--- config.mk ---
export PLATFORM = sky130hd
export DESIGN_NAME = mc_ctrl
export DESIGN_NICKNAME = d
export VERILOG_FILES = /design/src/rtl/riscv_ctrl_pkg.sv /design/src/rtl/mc_ctrl_dec.sv /design/src/rtl/mc_ctrl.sv
export SDC_FILE = /design/constraint.sdc
export NUM_CORES = 1
export LEC_CHECK = 0
export ABC_AREA = 1
export CAP_MARGIN = 20
export CORE_ASPECT_RATIO = 1.5
export CORE_MARGIN = 3
export CORE_UTILIZATION = 42
export DETAILED_ROUTE_END_ITERATION = 6
export GPL_ROUTABILITY_DRIVEN = 0
export PLACE_DENSITY = 0.77
export SLEW_MARGIN = 20
export SYNTH_ARGS = -nofsm -noshare
export SYNTH_HDL_FRONTEND = slang
export SYNTH_SLANG_ARGS = --single-unit
--- constraint.sdc ---
create_clock -name CLK -period 1.4 [get_ports CLK]
set_input_delay 0.21 -clock CLK [delete_from_list [all_inputs] [get_ports CLK]]
set_output_delay 0.21 -clock CLK [all_outputs]
set_load 0.005 [all_outputs]
--- src/rtl/riscv_ctrl_pkg.sv ---
// Shared control definitions: FSM state encodings, RV32I opcode constants,
// ALU class codes and write-back select codes (riscv_isa_defines section).
package riscv_ctrl_pkg;

    typedef enum logic [6:0] {
        ST_IDLE   = 7'b0000001,
        ST_FETCH  = 7'b0000010,
        ST_DECODE = 7'b0000100,
        ST_EX     = 7'b0001000,
        ST_MEM    = 7'b0010000,
        ST_WB     = 7'b0100000,
        ST_TRAP   = 7'b1000000
    } state_e;

    // riscv_isa_defines
    localparam logic [6:0] OPC_LUI    = 7'b0110111;
    localparam logic [6:0] OPC_AUIPC  = 7'b0010111;
    localparam logic [6:0] OPC_JAL    = 7'b1101111;
    localparam logic [6:0] OPC_JALR   = 7'b1100111;
    localparam logic [6:0] OPC_BRANCH = 7'b1100011;
    localparam logic [6:0] OPC_LOAD   = 7'b0000011;
    localparam logic [6:0] OPC_STORE  = 7'b0100011;
    localparam logic [6:0] OPC_OPIMM  = 7'b0010011;
    localparam logic [6:0] OPC_OP     = 7'b0110011;

    localparam logic [1:0] ALU_CLS_ADD   = 2'b00;
    localparam logic [1:0] ALU_CLS_ARITH = 2'b01;
    localparam logic [1:0] ALU_CLS_BR    = 2'b10;
    localparam logic [1:0] ALU_CLS_LUI   = 2'b11;

    localparam logic [1:0] WB_ALU = 2'd0;
    localparam logic [1:0] WB_MEM = 2'd1;
    localparam logic [1:0] WB_PC4 = 2'd2;

    function automatic logic [5:0] alu_sel(input logic [1:0] cls,
                                           input logic       f7b,
                                           input logic [2:0] f3);
        return {cls, f7b, f3};
    endfunction

endpackage

--- src/rtl/mc_ctrl_dec.sv ---
// Combinational instruction decode for the multi-cycle controller:
// ALU class, funct7 modifier bit, write-back/memory attributes and legality.
module mc_ctrl_dec
    import riscv_ctrl_pkg::*;
(
    input  logic [31:0] i_ir,
    output logic [1:0]  o_cls,
    output logic        o_f7b,
    output logic        o_wr_rd,
    output logic        o_is_mem,
    output logic        o_is_store,
    output logic        o_is_branch,
    output logic        o_is_jump,
    output logic        o_src_imm,
    output logic [1:0]  o_wb_sel,
    output logic        o_legal
);

    logic [6:0] w_opc;
    logic [2:0] w_f3;
    logic       w_opc_ok;
    logic       w_unused;

    assign w_opc    = i_ir[6:0];
    assign w_f3     = i_ir[14:12];
    assign w_unused = ^{i_ir[31], i_ir[29:15], i_ir[11:7]};

    always_comb begin
        o_cls       = ALU_CLS_ADD;
        o_f7b       = 1'b0;
        o_wr_rd     = 1'b0;
        o_is_mem    = 1'b0;
        o_is_store  = 1'b0;
        o_is_branch = 1'b0;
        o_is_jump   = 1'b0;
        o_src_imm   = 1'b0;
        o_wb_sel    = WB_ALU;
        w_opc_ok    = 1'b1;
        case (w_opc)
            OPC_LUI: begin
                o_cls     = ALU_CLS_LUI;
                o_wr_rd   = 1'b1;
                o_src_imm = 1'b1;
            end
            OPC_AUIPC: begin
                o_wr_rd   = 1'b1;
                o_src_imm = 1'b1;
            end
            OPC_JAL, OPC_JALR: begin
                o_wr_rd   = 1'b1;
                o_src_imm = 1'b1;
                o_is_jump = 1'b1;
                o_wb_sel  = WB_PC4;
            end
            OPC_BRANCH: begin
                o_cls       = ALU_CLS_BR;
                o_is_branch = 1'b1;
            end
            OPC_LOAD: begin
                o_wr_rd   = 1'b1;
                o_src_imm = 1'b1;
                o_is_mem  = 1'b1;
                o_wb_sel  = WB_MEM;
            end
            OPC_STORE: begin
                o_src_imm  = 1'b1;
                o_is_mem   = 1'b1;
                o_is_store = 1'b1;
            end
            OPC_OPIMM: begin
                // Only the shift-right immediate form carries the arith/logical bit.
                o_cls     = ALU_CLS_ARITH;
                o_wr_rd   = 1'b1;
                o_src_imm = 1'b1;
                o_f7b     = (w_f3 == 3'b101) && i_ir[30];
            end
            OPC_OP: begin
                o_cls   = ALU_CLS_ARITH;
                o_wr_rd = 1'b1;
                o_f7b   = i_ir[30];
            end
            default: w_opc_ok = 1'b0;
        endcase
        o_legal = w_opc_ok && (i_ir[1:0] == 2'b11);
    end

endmodule

--- src/rtl/mc_ctrl.sv ---
// Multi-cycle RV32I control FSM: fetch/decode/execute/memory/write-back
// sequencing with handshake timeouts; all control outputs are registered.
module mc_ctrl
    import riscv_ctrl_pkg::*;
#(
    parameter int unsigned ALU_S_W = 6,
    parameter int unsigned TO_CYC  = 16
) (
    input  logic               CLK,
    input  logic               RES_N,
    input  logic [31:0]        INSTR,
    input  logic               INSTR_VALID,
    output logic               INSTR_REQ,
    input  logic               DATA_VALID,
    output logic               DATA_REQ,
    output logic               MEM_WE,
    input  logic               BR_TAKEN,
    output logic               REG_WRITE,
    output logic               PC_WRITE,
    output logic               BRANCH,
    output logic               JUMP,
    output logic               ALU_SRC_IMM,
    output logic [1:0]         WB_SEL,
    output logic [ALU_S_W-1:0] ALU_S,
    output logic               ILLEGAL,
    output logic               BUS_ERR,
    output logic [31:0]        IR
);

    localparam int unsigned      CNT_W    = $clog2(TO_CYC + 1);
    localparam logic [CNT_W-1:0] CNT_LAST = CNT_W'(TO_CYC - 1);

    state_e             r_state;
    logic [31:0]        r_ir;
    logic [CNT_W-1:0]   r_cnt;
    logic               r_instr_req, r_data_req, r_mem_we;
    logic               r_reg_write, r_pc_write, r_branch, r_jump, r_src_imm;
    logic [1:0]         r_wb_sel;
    logic [ALU_S_W-1:0] r_alu_s;
    logic               r_illegal, r_bus_err;

    logic [1:0] w_cls;
    logic       w_f7b, w_wr_rd, w_is_mem, w_is_store, w_is_branch, w_is_jump;
    logic       w_src_imm, w_legal, w_cnt_last, w_rd_nz;
    logic [1:0] w_wb_sel;

    mc_ctrl_dec u_dec (
        .i_ir        (r_ir),
        .o_cls       (w_cls),
        .o_f7b       (w_f7b),
        .o_wr_rd     (w_wr_rd),
        .o_is_mem    (w_is_mem),
        .o_is_store  (w_is_store),
        .o_is_branch (w_is_branch),
        .o_is_jump   (w_is_jump),
        .o_src_imm   (w_src_imm),
        .o_wb_sel    (w_wb_sel),
        .o_legal     (w_legal)
    );

    assign w_cnt_last = (r_cnt == CNT_LAST);
    assign w_rd_nz    = |r_ir[11:7];

    // Outputs are loaded on the edge that enters a state, so they are valid
    // for exactly the cycles spent in that state and default back to 0.
    always_ff @(posedge CLK or negedge RES_N) begin
        if (!RES_N) begin
            r_state     <= ST_IDLE;
            r_ir        <= '0;
            r_cnt       <= '0;
            r_instr_req <= 1'b0;
            r_data_req  <= 1'b0;
            r_mem_we    <= 1'b0;
            r_reg_write <= 1'b0;
            r_pc_write  <= 1'b0;
            r_branch    <= 1'b0;
            r_jump      <= 1'b0;
            r_src_imm   <= 1'b0;
            r_wb_sel    <= '0;
            r_alu_s     <= '0;
            r_illegal   <= 1'b0;
            r_bus_err   <= 1'b0;
        end else begin
            r_instr_req <= 1'b0;
            r_data_req  <= 1'b0;
            r_mem_we    <= 1'b0;
            r_reg_write <= 1'b0;
            r_pc_write  <= 1'b0;
            r_branch    <= 1'b0;
            r_jump      <= 1'b0;
            r_src_imm   <= 1'b0;
            r_wb_sel    <= '0;
            r_alu_s     <= '0;
            r_illegal   <= 1'b0;
            r_bus_err   <= 1'b0;
            case (r_state)
                ST_IDLE, ST_WB, ST_TRAP: begin
                    r_state     <= ST_FETCH;
                    r_cnt       <= '0;
                    r_instr_req <= 1'b1;
                end
                ST_FETCH: begin
                    if (INSTR_VALID) begin
                        r_ir    <= INSTR;
                        r_state <= ST_DECODE;
                    end else if (w_cnt_last) begin
                        r_state   <= ST_TRAP;
                        r_bus_err <= 1'b1;
                    end else begin
                        r_cnt       <= r_cnt + 1'b1;
                        r_instr_req <= 1'b1;
                    end
                end
                ST_DECODE: begin
                    if (w_legal) begin
                        r_state   <= ST_EX;
                        r_alu_s   <= ALU_S_W'(alu_sel(w_cls, w_f7b, r_ir[14:12]));
                        r_src_imm <= w_src_imm;
                    end else begin
                        r_state   <= ST_TRAP;
                        r_illegal <= 1'b1;
                    end
                end
                ST_EX: begin
                    if (w_is_mem) begin
                        r_state    <= ST_MEM;
                        r_cnt      <= '0;
                        r_data_req <= 1'b1;
                        r_mem_we   <= w_is_store;
                    end else begin
                        r_state     <= ST_WB;
                        r_pc_write  <= 1'b1;
                        r_reg_write <= w_wr_rd && w_rd_nz;
                        r_wb_sel    <= w_wb_sel;
                        r_branch    <= w_is_branch && BR_TAKEN;
                        r_jump      <= w_is_jump;
                    end
                end
                ST_MEM: begin
                    if (DATA_VALID) begin
                        r_state     <= ST_WB;
                        r_pc_write  <= 1'b1;
                        r_reg_write <= w_wr_rd && w_rd_nz;
                        r_wb_sel    <= w_wb_sel;
                    end else if (w_cnt_last) begin
                        r_state   <= ST_TRAP;
                        r_bus_err <= 1'b1;
                    end else begin
                        r_cnt      <= r_cnt + 1'b1;
                        r_data_req <= 1'b1;
                        r_mem_we   <= w_is_store;
                    end
                end
                default: r_state <= ST_IDLE;
            endcase
        end
    end

    assign INSTR_REQ   = r_instr_req;
    assign DATA_REQ    = r_data_req;
    assign MEM_WE      = r_mem_we;
    assign REG_WRITE   = r_reg_write;
    assign PC_WRITE    = r_pc_write;
    assign BRANCH      = r_branch;
    assign JUMP        = r_jump;
    assign ALU_SRC_IMM = r_src_imm;
    assign WB_SEL      = r_wb_sel;
    assign ALU_S       = r_alu_s;
    assign ILLEGAL     = r_illegal;
    assign BUS_ERR     = r_bus_err;
    assign IR          = r_ir;

endmodule

## Word-level counts from Yosys, hierarchy flattened

Index checks and enable logic that the tools add are counted.

| word-level totals | value |
|---|---|
| register bits after elaboration | 62 |
| input port bits | 37 |
| output and inout port bits | 50 |
| logic and storage cells | 107 |

| operators by class | value |
|---|---|
| add/sub/neg operators | 1 |
| equality and inequality tests | 22 |
| multiplexer cells | 54 |
| reduce and logical (&&, ||, !) cells | 15 |

Operator list:

| operator | count |
|---|---|
| $pmux W7 S5 | 1 |
| $mux W1 | 29 |
| $eq A7 B6 Y1 const B | 4 |
| $eq A7 B7 Y1 const B | 4 |
| $mux W7 | 4 |
| $eq A7 B5 Y1 const B | 3 |
| $mux W5 | 4 |
| $pmux W5 S4 | 1 |
| $mux W6 | 3 |
| $eq A7 B2 Y1 const B | 2 |
| $pmux W1 S2 | 7 |
| $reduce_or A7 Y1 | 2 |
| $reduce_or A9 Y1 | 1 |
| $pmux W2 S2 | 2 |
| $eq A7 B1 Y1 const B | 1 |
| $eq A7 B3 Y1 const B | 1 |
| $eq A7 B4 Y1 const B | 1 |
| $pmux W2 S3 | 1 |
| $reduce_or A2 Y1 | 3 |
| $add A5 B1 Y5 const B | 1 |
| $eq A5 B4 Y1 const B | 1 |
| $reduce_or A5 Y1 | 1 |
| $logic_and A1 B1 Y1 | 4 |
| $mux W2 | 2 |
| other kinds (8) | 9 |

## Longest topological paths before layout

| depth | value |
|---|---|
| depth after elaboration | 6 |
| mapped depth | 10 |
| mapped depth without buffers | 10 |

## Hierarchy

A second synthesis with hierarchy kept.

| unflattened totals | value |
|---|---|
| cell total of the unflattened synthesis | 344 |
| area, all modules | 2,874.0 sq um |

Modules (own cells, without submodules):

| module | times used | cells each | area each (sq um) | seq. area each (sq um) |
|---|---|---|---|---|
| mc_ctrl | 1 | 290 | 2,618.8 | 1,552.7 |
| mc_ctrl_dec | 1 | 54 | 255.2 | 0.0 |

## Least setup slack after synthesis

No wires, ideal clock.

| path | value |
|---|---|
| path type | register -> register |
| start point | reg r_cnt[0] |
| end point | reg r_cnt[2] |
| arrival time | 1,380 ps |
| slack | -97 ps |
| cell stages (with the launch flop) | 11 |
| path buffers | 0 |
| clock period less this slack | 1,497 ps |
| path through | dfrtp_1 > ha_1 > nand2_1 > nor2_1 > ha_1 > inv_1 > nand2_1 > nand2_2 > nand3_4 > nand2_1 > nand2_1 |

| between the ends | value |
|---|---|
| longest elaborated chain between the ends | 4 |

Ends and longest elaborated chain:

| element | line | RTL |
|---|---|---|
| start: declaration | mc_ctrl.sv:35 | `logic [CNT_W-1:0] r_cnt;` |
| start signal: assignment | mc_ctrl.sv:110 | `r_cnt <= r_cnt + 1'b1;` |
| start signal: assignment | mc_ctrl.sv:149 | `r_cnt <= r_cnt + 1'b1;` |
| $add A5 B1 Y5 or $eq A5 B4 Y1 (tied branches) | mc_ctrl.sv:110, mc_ctrl.sv:149, mc_ctrl.sv:61 |  |
| $mux W5 * | mc_ctrl.sv:106, mc_ctrl.sv:145 |  |
| $mux W5 (on tied branches) | mc_ctrl.sv:140, mc_ctrl.sv:103 |  |
| $pmux W5 S4 * | mc_ctrl.sv:96 | `case (r_state)` |

Mark *: on every way between the ends. The rest lies on a longest branch, timed or not. The select of a mux whose other input is x is not followed.
A chain may end at the register's enable or synchronous reset.

## Final worst setup path

| path | value |
|---|---|
| start point | reg r_state[0] |
| end point | reg r_cnt[2] |

| between the ends | value |
|---|---|
| longest elaborated chain between the ends | 4 |

Ends and longest elaborated chain:

| element | line | RTL |
|---|---|---|
| start: declaration | mc_ctrl.sv:33 | `state_e r_state;` |
| start signal: assignment | mc_ctrl.sv:68 | `r_state <= ST_IDLE;` |
| start signal: assignment | mc_ctrl.sv:98 | `r_state <= ST_FETCH;` |
| start signal: assignment | mc_ctrl.sv:105 | `r_state <= ST_DECODE;` |
| $eq A7 B1 Y1 (tied with other cells) | mc_ctrl.sv:96 |  |
| $reduce_or A3 Y1 | mc_ctrl.sv:96 |  |
| $reduce_bool A4 Y1 (no source line) | n/a |  |
| $reduce_and A4 Y1 (no source line) | n/a |  |

Several ways; a longest one is shown, not always the timed one.

==> out/results.txt <==
status - complete, but fails checks
failing checks - setup timing
Critical Path Source - r_state[0]
placed inst area - 3940 um2
total number of vias - 2695
Overall Power - 8.14 mW
number of distinct library cells after synthesis - 33
Net Switching - 2.89 mW
endpoint class of the critical path - register
synth warn - 0
combinational fraction of design power - 42.9%
Most common cell on crit path - nand2_1
CTS H-tree lvls - 3
Clock Pin Slew Worst Setup and Hold Paths - 0.07 ns
Inserted Diodes - 0
top-level port count - 87
Buffers & Inverters on Critical Path - 2
crit share post-route - 112%
GR Util met3 - 6.54%
Synth top cells by count - 103 x nand2_1, 61 x dfrtp_1, 35 x inv_1
critical-path cell list - inv_2 -> nand2_1 -> nor2_2 -> nand2_1 -> nand2_2 -> buf_4 -> nand2_4 -> nand3_4 -> nand2_1 -> nand2_1
Period minus WS final - 1.57 ns
Synth area leaders - dfrtp_1 56%, nand2_1 14%, inv_1 4.8%
Root Buffer - clkbuf_8
register area - 1560 um2
unrepaired setup endpoints after global routing - yes
Max stage delay cell, worst path - dfstp_2
Hold Fails Final Rpt - 0
area of the multi-input gates - 1320 um2
share of layout cells above drive strength 1 - 38.7%
worst slew pin tran - 0.453 ns
xor/xnor share of the synthesized area - 0.321%
Post-synth EDFFs - 0
Slew Limit Fails - 0
max cap viols - 0
Main synth FF type - dfrtp_1
compound-cell area share of the yosys netlist - 4.77%
core area - 6220 um2
first-pass GRT wire length - 11.9 mm
area fraction of the dominant cell type after synthesis - 55.9%
Die Ht - 105 um
Power Internal - 5.24 mW
Mapped Cells - 312
Syn-to-layout area delta - 75.1%
Mapped Area - 2730 um2
First-pass DRT Iterations - 5
Die ar. - 7520 um2
grt met2 use - 34.8%
syn nets - 351
Worst Path Arrival - 1.80 ns
Synth Register Bits - 62
worst skew pair latency - 0.35 ns
I/O Buffers - 86
Synth Area in Adders - 0.917%
fillers - 373
peak supply drop - 0.00121 V
Layout Skew - 0.00740 ns
pwr dens - 1700 nW/um2
WL final - 9.00 mm
vias in the first global route - 2635
antenna violations before repair - 0
main combinational cell family by area after synthesis - simple AND/OR/NAND/NOR gates
DR iter-0 viols - 88
Final WS setup - -0.168 ns
Die Span X - 71.8 um
Setup CP Type - register to register
total track usage - 20.6%
Avg Synthesized Cell Area - 8.75 um2
FMAX - 638 MHz
sequential share of the synthesized area - 56.9%
GRT busiest layer - met2
Leak Pwr - 2.61 nW
multiplexer share of the synthesized area - 0%
Crit path max-delay family - simple AND/OR/NAND/NOR gates
clock sink count - 62
Final #Nets - 497
starting density of the core - 43.9%
Global Route met1 Usage - 22.1%
most frequent cell after synthesis - nand2_1
worst-path fanout max - 6
CTS max path bufs - 2
largest net degree at the start of global routing - 28
ys async rst share - 100%
Final Cell Area - 4780 um2
Fin Setup TNS - -2.48 ns
post-synthesis simple-gate area fraction - 30.3%
worst path required time - 1.64 ns
Row Count - 35
total congestion overflow - 0
Clock Power Share - 24.3%
slew margin rel. - 69.8%
TritonCTS clock tree - yes
critical path startpoint category - register
drt wl/cell - 16.8 um
CTS Buf Count - 9
Remaining DRCs - 0
setup violators final - 41
DP HPWL - 5.34 mm
Yosys top cell by area - dfrtp_1
reg2reg start - r_state[0]
DRT antenna net count - 0
max incr delay on CP - 0.57 ns
switching power share of the total - 35.6%
hold crit path type - input pin to asynchronous set/reset pin
Seq pwr share - 32.8%
Vias/cell - 5.02
==> cell families (layout without fill, tap and decap cells) <==
| logic type | Yosys count | after routing |
|---|---|---|
| simple gates | 179 | 179 |
| flops | 62 | 62 |
| buf+inv | 45 | 196 |
| compound gates | 23 | 23 |
| fa+ha+maj | 2 | 2 |
| xor+xnor | 1 | 1 |
==> power by group through the flow <==
stage | sequential, mW | clock (mW) | combinational (mW)
6_report | 2.67 | 1.98 | 3.49
5_1_grt | 2.73 | 2.07 | 3.78
4_1_cts | 2.63 | 1.97 | 2.71
3_5_place_dp | 2.68 | 0 | 2.79
3_3_place_gp | 2.67 | 0 | 2.73
2_1_floorplan | 2.68 | 0 | 1.12
==> metrics by stage <==
step,util (%),hold slack [ns],setup slack (ns),std cells
floorplan,-,-0.0856,0.00175,312
global placement,63.3,0.171,-0.0458,500
detailed placement,63.3,0.176,-0.0403,500
CTS,68.3,0.329,-0.0538,523
global route,76.8,0.346,-0.240,537
finish,76.8,0.328,-0.168,537
==> final timing paths <==
path                             to  slack [ns]  cells after the start
min in group CLK             IR[17]        0.40                      3
setup reg to reg           r_cnt[2]       -0.17                     10
hold reg to reg              IR[20]        0.48                      2
setup / recovery           r_cnt[2]       -0.17                     10
max in group asynchronous    IR[16]        0.46                      3
hold / removal               IR[10]        0.33                      2
==> cell type report <==
type,instances,share of cell area [%]
Sequential cell,62,32.5
Timing Repair Buffer,141,29.2
Multi-Input combinational cell,205,27.7
Inverter,39,3.48
Clock buffer,10,2.88
Clock inverter,6,2.28
Tap cell,74,1.94
==> layer usage <==
layer / wire length [um] / up-vias
met5: 0 / -
met4: 306 / 0
met3: 497 / 24
met2: 4940 / 104
met1: 3250 / 1298
li1: - / 1269
==> state kept, by name, indices dropped and copies added (netlist names), 2 cells and up <==
name / cells
ALU_S: 6
WB_SEL: 2
IR: 32
r_cnt: 5
r_state: 7
==> cells in the final DEF (no fill, tap or decap), drive strengths merged, types with 2 or more instances in the layout <==
cell           count
clkdlybuf4s50     37
nand4              9
ha                 2
a21oi              3
nor3               3
inv               37
dlygate4sd2       40
buf               51
clkinv             5
o21ai             15
clkbuf            14
dlymetal6s2s       8
bufinv             3
nand3             13
nand2            113
dfrtp             61
nor2              40
==> repair_timing <==
item,in CTS,in global routing
endpoints found under the setup margin,50,59
resized for setup,51,115
hold buffers,1,0
endpoints found under the hold margin,17,0
pin swaps,5,30
buffers inserted,5,10
cloned,1,4
No activity file was read; power rests on OpenSTA's default activity.
